--- config.mk ---
export PLATFORM = sky130hd
export DESIGN_NAME = onecount_seq
export DESIGN_NICKNAME = d
export VERILOG_FILES = /design/src/rtl/onecount_seq.sv
export SDC_FILE = /design/constraint.sdc
export NUM_CORES = 1
export LEC_CHECK = 0
export CORE_MARGIN = 2
export CORE_UTILIZATION = 53
export CTS_BUF_LIST = sky130_fd_sc_hd__clkbuf_16
export DETAILED_ROUTE_END_ITERATION = 10
export PLACE_DENSITY = 0.82
export SLEW_MARGIN = 20
export SYNTH_ARGS = -nofsm -noshare
export SYNTH_HDL_FRONTEND = slang
export SYNTH_SLANG_ARGS = --single-unit
export TNS_END_PERCENT = 1
--- constraint.sdc ---
create_clock -name clk -period 3.02 [get_ports clk]
set_input_delay 0.604 -clock clk [delete_from_list [all_inputs] [get_ports clk]]
set_output_delay 0.604 -clock clk [all_outputs]
set_load 0.02 [all_outputs]
--- src/rtl/onecount_seq.sv ---
// Multi-cycle population counter: SLICE bits per clock, valid/ready on both
// sides, held result plus a saturating running total of delivered counts.
module onecount_seq #(
  parameter int WIDTH   = 16,
  parameter int SLICE   = 4,
  parameter int TOTAL_W = 16,
  localparam int N  = WIDTH / SLICE,
  localparam int CW = $clog2(WIDTH + 1),
  localparam int IW = (N > 1) ? $clog2(N) : 1
) (
  input  logic               clk,
  input  logic               rst_n,
  input  logic               in_valid,
  output logic               in_ready,
  input  logic [WIDTH-1:0]   data,
  input  logic               mode,
  output logic               out_valid,
  input  logic               out_ready,
  output logic [CW-1:0]      count,
  input  logic               clear,
  output logic [TOTAL_W-1:0] total
);

  typedef enum logic [1:0] {IDLE, BUSY, DONE} state_t;

  state_t             state, state_nx;
  logic [WIDTH-1:0]   sreg, sreg_sh;
  logic [CW-1:0]      acc, slice_pop, acc_sum;
  logic [IW-1:0]      idx;
  logic               last;
  logic [TOTAL_W:0]   tot_sum;
  logic [TOTAL_W-1:0] tot_sat;

  // A full-width slice leaves nothing to shift in; avoid an out-of-range part select.
  generate
    if (SLICE < WIDTH) begin : g_shift
      assign sreg_sh = {{SLICE{1'b0}}, sreg[WIDTH-1:SLICE]};
    end else begin : g_noshift
      assign sreg_sh = '0;
    end
  endgenerate

  always_comb begin
    slice_pop = '0;
    for (int i = 0; i < SLICE; i++) slice_pop = slice_pop + CW'(sreg[i]);
  end

  assign acc_sum = acc + slice_pop;
  assign last    = (idx == IW'(N - 1));
  assign tot_sum = {1'b0, total} + (TOTAL_W + 1)'(count);
  assign tot_sat = tot_sum[TOTAL_W] ? {TOTAL_W{1'b1}} : tot_sum[TOTAL_W-1:0];

  assign in_ready  = (state == IDLE);
  assign out_valid = (state == DONE);

  always_ff @(posedge clk or negedge rst_n) begin
    if (!rst_n) state <= IDLE;
    else        state <= state_nx;
  end

  always_comb begin
    state_nx = state;
    case (state)
      IDLE:    if (in_valid)  state_nx = BUSY;
      BUSY:    if (last)      state_nx = DONE;
      DONE:    if (out_ready) state_nx = IDLE;
      default: state_nx = IDLE;
    endcase
  end

  always_ff @(posedge clk or negedge rst_n) begin
    if (!rst_n) begin
      sreg  <= '0;
      acc   <= '0;
      idx   <= '0;
      count <= '0;
    end else begin
      case (state)
        IDLE: if (in_valid) begin
          sreg <= mode ? ~data : data;
          acc  <= '0;
          idx  <= '0;
        end
        BUSY: begin
          acc  <= acc_sum;
          sreg <= sreg_sh;
          idx  <= idx + 1'b1;
          if (last) count <= acc_sum;
        end
        default: ;
      endcase
    end
  end

  // Clear takes priority over a same-cycle delivery.
  always_ff @(posedge clk or negedge rst_n) begin
    if (!rst_n)                           total <= '0;
    else if (clear)                       total <= '0;
    else if (state == DONE && out_ready)  total <= tot_sat;
  end

endmodule

==> flow_metrics.tcl <==
set metrics [dict create \
    status "complete, no violations" \
    grt_max_degree 47 \
    cts_buffers 5 \
    postCtsHoldBufs 0 \
    synth.avg_cell_area_um2 9.585 \
    initial_core_util 0.5571 \
    drt-total-wl_um 5703 \
    yosysMostFrequentCell "dfrtp_1" \
    ir_drop_v 0.0004576 \
    dr.first_iter.drc_count 105 \
    p_int_mw 1.529 \
    clock_path_buffers 2 \
    grt_pass1_vias 2097 \
    setup_tns_ns 0 \
    clkLatencyLatePin_ns 0.28 \
    p_sw_frac 0.3696 \
    die_area_um2 5649 \
    vias 2214 \
    crit_top_cell "fa_1" \
    yosysSeqAreaShare 0.4289 \
    die_w_um 75.16 \
    die_h_um 75.16 \
    hold_viol_final 0 \
    slew_headroom 0.4263 \
    htreeDepth 2 \
    cts.clk_slew.worst_paths_ns 0.06 \
    postCtsSetupBuffers 0 \
    syn_nets 313 \
    critPathKind "register to register" \
    synth_top_area_frac 0.4289 \
    syn_inst 280 \
    layout_min_cycle_time_ns 2.598 \
    antenna_cells 0 \
    detail_route.vias_per_cell 5.706 \
    crit_path_start_kind "register" \
    required_ns 3.19 \
    postSynth.asyncResetShare 1.000 \
    wire_per_inst_um 14.70 \
    gp_congestion 0.8332 \
    clock.fmax_mhz 384.9 \
    setup_violations 0 \
    tightest_slew_ns 0.8579 \
    clock_tree.root_cell "clkbuf_16" \
    rows 25 \
    yosysUniqueCellTypes 43 \
    netlist_area_um2 2684 \
    crit_path_max_incr_delay_ns 0.55 \
    grt_antenna_before_repair 0 \
    drc 0 \
    power.density_nw_per_um2 731.6 \
    rsz0062_at_grt "false" \
    yosysWarnings 0 \
    synth_edf_count 0 \
    worstPathArrival_ns 2.77 \
    drtAntennaViolNets 0 \
    clock_sinks 46 \
    final_max_slew_viol_count 0 \
    critPathSlowestCell "fa_1" \
    crit_chain "fa_1 > inv_1 > fa_1 > fa_1 > nand3b_1 > a21o_1 > a22o_1" \
    drt_first_pass_iters 4 \
    fin_worst_skew_ns 0.001810 \
    ys_seq_elements 46 \
    core_area_um2 4817 \
    portBuffers 44 \
    power_switching_uw 896.5 \
    synth.area.top_cells "dfrtp_1 43%, xor2_1 6.2%, o21ai_0 5.4%" \
    p_total_mw 2.426 \
    synth_ff_type "dfrtp_1" \
    netlist_top_cells_count "46 x dfrtp_1, 29 x o21ai_0, 24 x a21oi_1" \
    hold_path.class "primary input to asynchronous set/reset pin" \
    place_hpwl_um 4044 \
    grt_overflow_total 0 \
    cts_tree "built" \
    cap_violations 0 \
    endpoint_kind "register" \
    grt_use_total 0.2221 \
    pwr-share-comb 0.395 \
    finalCritPeriodShare 0.8604 \
    io_pins 45 \
    cts_resized 0 \
    yosysTopAreaCell "dfrtp_1" \
    drive_gt1_frac 0.08100 \
    clkPwrFrac 0.214 \
    pwr-share-seq 0.391 \
    cp_num_buf_inv 1 \
    layout.nets 353 \
    p_leak_nw 1.406 \
    grt_pass1_wl_um 9577 \
    cp_top_family "adder cells" \
    area_growth_pct 23.54 \
    critPathMaxFanout 4 \
]
-- state kept, by name, summed over array words and instances, names as in the netlist --
| signal | cells |
|---|---|
| acc | 5 |
| state | 2 |
| count | 5 |
| total | 16 |
| idx | 2 |
| sreg | 16 |
-- layout make-up --
type                            instances  area [µm²]
Inverter                                8       30.03
Multi-Input combinational cell        209        1430
Timing Repair Buffer                   50       483.0
Fill cell                             405        1501
Clock inverter                          3       12.51
Sequential cell                        46        1151
Clock buffer                            5       125.1
Tap cell                               67       83.83
-- layout by cell type, fill, tap and decap left out, types with 5 or more instances in the layout --
cell type        instances
and4_1                   5
xor2_1                  19
dfrtp_1                 46
clkdlybuf4s50_1         43
nor2_1                  14
nand2_1                 17
clkbuf_16                5
inv_1                    9
a21oi_1                 24
nor3_1                  11
buf_4                    7
o21ai_0                 28
a22oi_1                 12
nor2b_1                 18
ha_1                     7
-- per-layer routing --
metal	vias to the layer above	GRT usage	wire length [µm]
li1	1083	-	-
met1	1075	0.2787	2485
met2	47	0.3860	2897
met3	9	0.04685	237
met4	0	0.06823	82
met5	-	0	0
-- power groups by stage --
| stage | Clock, mW | Combinational (mW) | Sequential, mW |
|---|---|---|---|
| 4_1_cts | 0.529 | 0.974 | 0.943 |
| 6_report | 0.519 | 0.959 | 0.947 |
| 2_1_floorplan | 0 | 0.626 | 0.949 |
| 3_3_place_gp | 0 | 0.928 | 0.941 |
| 3_5_place_dp | 0 | 0.968 | 0.951 |
| 5_1_grt | 0.556 | 1.08 | 0.973 |
-- final timing paths --
kind | from | to | slack (ns) | cells after the start
max | sreg[0] | acc[4] | 0.42 | 7
min | rst_n | total[2] | 0.32 | 1
max reg2reg | sreg[0] | acc[4] | 0.42 | 7
min reg2reg | idx[0] | idx[0] | 0.50 | 1
max in group asynchronous | rst_n | sreg[5] | 2.31 | 1
min in group clk | idx[0] | idx[0] | 0.50 | 1
-- cell families after synthesis --
group                    synth area share
multiplexers                      0.01119
buffers and inverters             0.03823
flip-flops                         0.4289
XOR/XNOR                          0.07180
AO/OA/AOI/OAI                      0.1939
adder cells (fa/ha/maj)           0.06247
AND/OR/NAND/NOR                    0.1935
-- worst reg2reg max path: cells and delay by family (launching register included) --
kind,cells,cell delay (ns)
and+or+nand+nor,1,0.23
DFF,1,0.41
buffers and inverters,1,0.05
adders and majority gates,3,1.38
AOI/OAI and AO/OA,2,0.42
-- per-stage QoR --
| stage | hold WS, ns | util | instance area, µm² | worst slack [ns] | instances |
|---|---|---|---|---|---|
| 6_report | 0.3213 | 0.6883 | 3316 | 0.4216 | 388 |
| 3_5_place_dp | 0.4942 | 0.6592 | 3176 | 0.4145 | 380 |
| 4_1_cts | 0.5111 | 0.6878 | 3313 | 0.4138 | 388 |
| 2_1_floorplan | 0.3084 | - | 2684 | 0.5159 | 280 |
| 5_1_grt | 0.3685 | 0.6883 | 3316 | 0.3096 | 388 |
| 3_3_place_gp | 0.4682 | 0.6592 | 3176 | 0.4733 | 380 |
No activity file was read; power rests on OpenSTA's default activity.
